## src/rtl/muldiv_unit.sv

```systemverilog
// Iterative RV32M multiply/divide unit: radix-2 shift-add multiply and restoring
// divide on operand magnitudes, sign fix-up at the end, register-file writeback port.
module muldiv_unit #(
  parameter int XLEN  = 32,
  parameter int CNT_W = 6
) (
  input  logic            clk,
  input  logic            rst,
  input  logic            req_valid,
  output logic            req_ready,
  input  logic [2:0]      req_op,
  input  logic [4:0]      req_rd,
  input  logic [XLEN-1:0] req_rs1_data,
  input  logic [XLEN-1:0] req_rs2_data,
  input  logic            kill,
  output logic            rsp_valid,
  input  logic            rsp_ready,
  output logic            wb_we,
  output logic [4:0]      wb_waddr,
  output logic [XLEN-1:0] wb_wdata
);

  localparam logic [2:0] OP_MUL    = 3'd0;
  localparam logic [2:0] OP_MULH   = 3'd1;
  localparam logic [2:0] OP_MULHSU = 3'd2;
  localparam logic [2:0] OP_DIV    = 3'd4;
  localparam logic [2:0] OP_DIVU   = 3'd5;
  localparam logic [2:0] OP_REM    = 3'd6;
  localparam logic [CNT_W-1:0] LAST_STEP = CNT_W'(XLEN - 1);

  typedef enum logic [1:0] {IDLE, BUSY, FIX, DONE} state_t;

  state_t              state_reg, state_next;
  logic [2:0]          op_reg;
  logic [4:0]          rd_reg;
  logic [2*XLEN-1:0]   a_reg;     // multiplicand (shifts left) / dividend becoming quotient
  logic [XLEN-1:0]     b_reg;     // multiplier (shifts right) / divisor
  logic [2*XLEN:0]     acc_reg;   // product accumulator / partial remainder
  logic [CNT_W-1:0]    cnt_reg;
  logic                neg_reg;
  logic [XLEN-1:0]     result_reg;

  logic                accept;
  logic                sign_a, sign_b, neg_in;
  logic [XLEN-1:0]     abs_a, abs_b;
  logic [2*XLEN:0]     mul_add;
  logic [XLEN:0]       rem_sh, diff;
  logic                q_bit;
  logic [2*XLEN-1:0]   prod_fix;
  logic [XLEN-1:0]     fix_result;

  assign req_ready = (state_reg == IDLE);
  assign rsp_valid = (state_reg == DONE);
  assign wb_we     = rsp_valid & rsp_ready & (rd_reg != 5'd0);
  assign wb_waddr  = rd_reg;
  assign wb_wdata  = result_reg;
  assign accept    = req_valid & req_ready & ~kill;

  always_comb begin
    sign_a = 1'b0;
    sign_b = 1'b0;
    neg_in = 1'b0;
    if (req_op == OP_MULH || req_op == OP_MULHSU || req_op == OP_DIV || req_op == OP_REM)
      sign_a = req_rs1_data[XLEN-1];
    if (req_op == OP_MULH || req_op == OP_DIV || req_op == OP_REM)
      sign_b = req_rs2_data[XLEN-1];
    abs_a = sign_a ? -req_rs1_data : req_rs1_data;
    abs_b = sign_b ? -req_rs2_data : req_rs2_data;
    // Divide by zero must yield an all-ones quotient, so the quotient is never negated then.
    if (req_op[2] && !req_op[1])
      neg_in = (sign_a ^ sign_b) & (req_rs2_data != '0);
    else if (req_op[2])
      neg_in = sign_a;
    else
      neg_in = sign_a ^ sign_b;
  end

  always_comb begin
    mul_add = b_reg[0] ? {1'b0, a_reg} : '0;
    rem_sh  = {acc_reg[XLEN-1:0], a_reg[XLEN-1]};
    diff    = rem_sh - {1'b0, b_reg};
    q_bit   = ~diff[XLEN];
  end

  always_comb begin
    prod_fix = neg_reg ? -acc_reg[2*XLEN-1:0] : acc_reg[2*XLEN-1:0];
    case (op_reg)
      OP_MUL:          fix_result = prod_fix[XLEN-1:0];
      OP_DIV, OP_DIVU: fix_result = neg_reg ? -a_reg[XLEN-1:0] : a_reg[XLEN-1:0];
      OP_REM, 3'd7:    fix_result = neg_reg ? -acc_reg[XLEN-1:0] : acc_reg[XLEN-1:0];
      default:         fix_result = prod_fix[2*XLEN-1:XLEN];
    endcase
  end

  always_comb begin
    state_next = state_reg;
    if (kill) begin
      state_next = IDLE;
    end else begin
      case (state_reg)
        IDLE:    if (req_valid) state_next = BUSY;
        BUSY:    if (cnt_reg == LAST_STEP) state_next = FIX;
        FIX:     state_next = DONE;
        DONE:    if (rsp_ready) state_next = IDLE;
        default: state_next = IDLE;
      endcase
    end
  end

  always_ff @(posedge clk or posedge rst) begin
    if (rst) state_reg <= IDLE;
    else     state_reg <= state_next;
  end

  always_ff @(posedge clk or posedge rst) begin
    if (rst) begin
      op_reg     <= '0;
      rd_reg     <= '0;
      a_reg      <= '0;
      b_reg      <= '0;
      acc_reg    <= '0;
      cnt_reg    <= '0;
      neg_reg    <= 1'b0;
      result_reg <= '0;
    end else if (accept) begin
      op_reg  <= req_op;
      rd_reg  <= req_rd;
      a_reg   <= {{XLEN{1'b0}}, abs_a};
      b_reg   <= abs_b;
      acc_reg <= '0;
      cnt_reg <= '0;
      neg_reg <= neg_in;
    end else if (!kill && state_reg == BUSY) begin
      cnt_reg <= cnt_reg + 1'b1;
      if (op_reg[2]) begin
        acc_reg <= {{XLEN{1'b0}}, (q_bit ? diff : rem_sh)};
        a_reg   <= {a_reg[2*XLEN-2:0], q_bit};
      end else begin
        acc_reg <= acc_reg + mul_add;
        a_reg   <= {a_reg[2*XLEN-2:0], 1'b0};
        b_reg   <= {1'b0, b_reg[XLEN-1:1]};
      end
    end else if (!kill && state_reg == FIX) begin
      result_reg <= fix_result;
    end
  end

endmodule

```

## config.mk

```make
export PLATFORM = sky130hd
export DESIGN_NAME = muldiv_unit
export DESIGN_NICKNAME = d
export VERILOG_FILES = /design/src/rtl/muldiv_unit.sv
export SDC_FILE = /design/constraint.sdc
export NUM_CORES = 1
export LEC_CHECK = 0
export BUFFER_PORTS_ARGS = -buffer_cell sky130_fd_sc_hd__buf_2
export CORE_AREA = 10 10 212 214
export DETAILED_ROUTE_END_ITERATION = 7
export DIE_AREA = 0 0 222 224
export SETUP_SLACK_MARGIN = 0.3
export SKIP_CTS_REPAIR_TIMING = 1
export SLEW_MARGIN = 25
export SYNTH_ARGS = -nofsm -noshare
export SYNTH_HDL_FRONTEND = slang
export SYNTH_SLANG_ARGS = --single-unit
```

## constraint.sdc

```tcl
create_clock -name clk -period 7.1 [get_ports clk]
set_input_delay 1.42 -clock clk [delete_from_list [all_inputs] [get_ports clk]]
set_output_delay 1.42 -clock clk [all_outputs]
set_load 0.01 [all_outputs]
```

# After elaboration in Yosys (flattened, before gate mapping)
# Index checks and enable logic that the tools add are counted.
# W data, S select, Z words.
[classes]
multipliers = 0
add_sub_neg = 8
eq_ne = 16
div = 0
mux = 28
bitwise_logic = 10
magnitude_cmp = 0
reduce_logical = 20
n_shift = 0
[ops]
columns = ["cell", "count"]
rows = [
  ["$mux W64", 4],
  ["$mux W32", 7],
  ["$mux W65", 3],
  ["$neg A32 Y32", 4],
  ["$pmux W32 S3", 1],
  ["$add A65 B64 Y65", 1],
  ["$neg A64 Y64", 1],
  ["$mux W33", 1],
  ["$sub A33 B32 Y33", 1],
  ["$reduce_bool A32 Y1", 1],
  ["$eq A3 B3 Y1 const B", 6],
  ["$mux W6", 2],
  ["$mux W2", 4],
  ["$pmux W2 S4", 1],
  ["$add A6 B1 Y6 const B", 1],
  ["$eq A6 B5 Y1 const B", 1],
  ["$ne A3 B2 Y1 const B", 2],
  ["$reduce_and A3 Y1", 2],
  ["$and A1 B1 Y1", 5],
  ["$logic_or A1 B1 Y1", 5],
  ["$mux W1", 5],
  ["$reduce_bool A5 Y1", 1],
  ["$eq A2 B2 Y1 const B", 2],
  ["$not A1 Y1", 4],
  ["13 further kinds", 17],
]
[totals]
memories = 0
latch_bits = 0
out_inout_bits = 40
regBits = 210
rom_bits = 0
ram_bits = 0
input_bits = 77

# Logic depth before layout (Yosys ltp)
[depth]
word_depth = 8
mapped_depth = 20

# Least setup slack after synthesis
# No wires, ideal clock.
[synth_timing]
kind = "reg2reg"
startpoint = "register a_reg[31]"
endpoint = "register acc_reg[18]"
path_buffers = 2
period_less_slack_ps = 4195
setup_slack_ps = 2905
arrival_ps = 4074
setup_ps = 121
path_stages_with_launch = 19
path_cell_list = "dfrtp_1 -> inv_1 -> ha_1 -> fa_1 -> nor2b_1 -> o31ai_1 -> a21o_1 -> a21oi_1 -> o21ai_0 -> o311a_1 -> o31ai_1 -> nor2_1 -> o21ai_0 -> ha_1 -> clkbuf_1 -> clkbuf_1 -> mux2i_1 -> mux2i_1 -> a22o_1"
[synth_between]
elab_chain_len = 5
[synth_lines]
columns = ["element", "line_no", "text"]
rows = [
  ["start: declaration", "36", "logic [2*XLEN-1:0] a_reg;"],
  ["start signal: assignment", "128", "a_reg <= {{XLEN{1'b0}}, abs_a};"],
  ["start signal: assignment", "137", "a_reg <= {a_reg[2*XLEN-2:0], q_bit};"],
  ["start signal: assignment", "140", "a_reg <= {a_reg[2*XLEN-2:0], 1'b0};"],
  ["$sub A33 B32 Y33", "81", "diff = rem_sh - {1'b0, b_reg};"],
  ["$mux W33", "136", "acc_reg <= {{XLEN{1'b0}}, (q_bit ? diff : rem_sh)};"],
  ["$mux W65", "135", "if (op_reg[2]) begin"],
  ["$mux W65", "133", "end else if (!kill && state_reg == BUSY) begin"],
  ["$mux W65", "125", "end else if (accept) begin"],
  ["end signal: assignment", "136", ""],
  ["end signal: assignment", "139", "acc_reg <= acc_reg + mul_add;"],
  ["end: declaration", "38", "logic [2*XLEN:0] acc_reg;"],
]
# Every way passes these cells. The select of a mux whose other input is x is not followed.
# A chain may end at the register's enable or synchronous reset.

# Final worst setup path
[layout_timing]
startpoint = "register b_reg[0]"
endpoint = "register acc_reg[30]"
[layout_between]
elab_chain_len = 5
[layout_lines]
columns = ["element", "line_no", "text"]
rows = [
  ["start: declaration", "37", "logic [XLEN-1:0] b_reg;"],
  ["start signal: assignment", "129", "b_reg <= abs_b;"],
  ["start signal: assignment", "141", "b_reg <= {1'b0, b_reg[XLEN-1:1]};"],
  ["$mux W64 or $sub A33 B32 Y33 (tied branches)", "79, 81", ""],
  ["$add A65 B64 Y65 or $mux W33 (tied branches)", "139, 136", ""],
  ["$mux W65 *", "135", ""],
  ["$mux W65 *", "133", ""],
  ["$mux W65 *", "125", ""],
]
# Mark *: on every way between the ends. The rest lies on a longest branch, timed or not. The select of a mux whose other input is x is not followed.

==> run metrics <==
Longest Clk Path Bufs=3; Final Hold Viols=0; Worst Reg2Reg Path Length in Cells=21; Vias/cell=6.04; Root Buffer=clkbuf_16; antenna violations before repair=3; # nets final=2479; Clock Latency Late Sink=0.56 ns; Die ar.=49700 um2; worst slew pin tran=0.951 ns; post-synthesis adder-cell area fraction=7.53%; status=finished, final reports clean; grt total ovfl=0; drt wl/cell=21.5 um; synth unique cells=82; CTS tree=yes; mux cell area share after synthesis=2.40%; Core Region=40600 um2; Worst IR Drop VDD=0.000248 V; Area Overhead vs Synth=10.8%; Most common cell on crit path=o21ai_0; biggest cell delay along the critical path=0.46 ns; minimum clock period=5.25 ns; Synth area leader=dfrtp_1; crit-path cells=buf_4 > ha_1 > fa_1 > nor2b_1 > o31ai_1 > a21o_1 > a21oi_1 > o21ai_0 > o311a_1 > o31ai_1 > nor2_1 > o21ai_0 > ha_1 > buf_4 > nand2_1 > inv_1 > nand2_1 > nor3b_1 > a221o_1 > a21oi_1 > o21ai_0; Seq/Total Area, Yosys=28.8%; Final Cycle Share=74.0%; Hold Path Class=reg2reg; clk_skew=0.0184 ns; crit-path max FO=66; WP data required=7.57 ns; Worst Path Buf+Inv=3; drt first-iter violations=1203; die height=224 um; Cell Pwr Density=437 nW/um2; largest family of logic cells by synthesized area=compound AO/OA/AOI/OAI gates; area of the multi-input gates=12200 um2; final max-slew violation count=0; Slew HR=36.6%; drt pass-1 iters=6; Worst-path clk slew=0.06 ns; GRT met2 Usage=40.1%; reg-to-reg critical path startpoint=b_reg[0]; Top Family by Delay on Critical Path=compound AO/OA/AOI/OAI gates; Post-Route WL=61.1 mm; Routed Antenna Nets=0; Critical Path Source Type=register; H-tree Lvls=1; Yosys top cell area share=28.8%; GP Congestion=0.971; syn_area_per_cell=8.04 um2; ys async rst share=100%; stages on the worst setup path=21; Total Neg Setup Slack=0 ns; fillers=3994; FMAX=0.190 GHz; clk sinks=209; vias=17.2k; CTS Buf Count=27; row cnt=74; drt drc=0; Cells after Synth=2256; Reg area=5230 um2; Syn Nets=2441; Post-Synth XOR/XNOR Area=11.0%; I/O Buffers=116; met1 Usage GRT=29.7%; Worst EP arrival=5.72 ns; Hold Path Stages=2; Worst setup startpoint=b_reg[0]; YS warnings=0; first-pass GRT wire length=96.6 mm; Die Wd=222 um; met3 usage=4.23%; vias in the first global route=17.0k; DPL Wire Length=47.3 mm; critical path class=reg2reg; Seq cells post-synth=209; number of synthesized flops with an enable pin=0; Initial Util=44.7%; crit end category=register; Mapped Area=18100 um2; layout cell share with drive strength beyond 1=9.09%; Leakage=8.93 nW; RSZ-0062 raised after global routing=no; Total Routing Usage GR=23.7%; # IOs=117; Max Cap Viol=0; simple-gate share of the synthesized area=19.2%; Core Util, Final=49.6%; busiest grt layer=met2; final setup violation count=0; Min-Delay Startpoint=wb_wdata[24]; synth top area cells=dfrtp_1, o21ai_0, ha_1, xnor2_1, nand2_1; pin count of the biggest net entering global routing=125; CP max stage cell=o311a_1; ys flop type=dfrtp_1; Post-synth top cells=nand2_1, o21ai_0, dfrtp_1; Compound-Gate Fraction of Synth Area=26.8%
worst paths after layout:
path / end / slack [ns]
min in group asynchronous: a_reg[37] / 0.83
worst min-delay path: wb_wdata[24] / 0.47
worst max register to register: acc_reg[30] / 1.85
max in group asynchronous: wb_wdata[4] / 5.30
worst min register to register: wb_wdata[24] / 0.47
worst max-delay path: acc_reg[30] / 1.85
area by class of cell:
| class | count | area share [%] |
|---|---|---|
| multi-input combinational | 1849 | 60.7 |
| sequential | 209 | 26.0 |
| timing repair buffer | 134 | 3.85 |
| clock buffer | 36 | 3.83 |
| tap | 532 | 3.31 |
| inverter | 73 | 1.38 |
| clock inverter | 10 | 0.903 |
| antenna | 3 | 0.0374 |
tightest hold or removal path, stage by stage, from the launching register on:
cell	delay, ns
dfrtp_1	0.34
nand2_1	0.04
o21ai_0	0.05
power breakdown:
part           internal (mW)  total [mW]  switching (mW)
clock network          0.933        1.47           0.541
logic                   1.98        5.24            3.26
registers               1.54        2.07           0.532
total                   4.45        8.78            4.33
kinds of logic after synthesis:
kind of cell,Yosys count
xor+xnor,228
fa+ha+maj,108
simple gates,706
buf+inv,198
compound gates,765
mux,42
flops,209
per-stage QoR:
stage	instances	hold WS (ns)	setup slack [ns]	power [mW]	area (um2)
global route	2845	0.502	1.40	9.44	20100
global placement	2794	0.462	1.95	7.18	19100
floorplan	2256	0.463	2.91	5.70	18100
finish	2846	0.473	1.85	8.78	20100
detailed placement	2795	0.465	1.87	7.26	19100
CTS	2841	0.478	1.84	8.77	20000
metal layers:
layer	share of wire [%]	vias to the layer above
met5	0	-
met4	3.7	0
met3	5.9	128
met2	47	454
met1	43	8286
li1	-	8318
cell usage in the layout, fill, tap and decap left out, types with 7 or more instances in the layout:
cell	n
nor2b_1	18
o22ai_1	16
o21ai_0	270
nand2b_1	22
nand3_1	31
or4_1	18
mux2i_1	39
inv_1	72
ha_1	106
a21o_1	41
a222oi_1	7
nor4_1	13
nand4_1	24
a221oi_1	9
o21bai_1	9
and3_1	12
o31ai_1	47
and2_1	73
a2111oi_0	7
nor3_1	34
nand3b_1	7
nand2_1	270
or3_1	25
buf_4	14
a21oi_1	146
buf_2	116
xnor2_1	133
nor2_1	119
a22o_1	45
xor2_1	95
a22oi_1	41
a31oi_1	14
o21a_1	17
a211oi_1	13
o211ai_1	8
dfrtp_1	208
o41ai_1	23
clkbuf_16	27
Note: power is estimated with default switching activity, not from simulation.
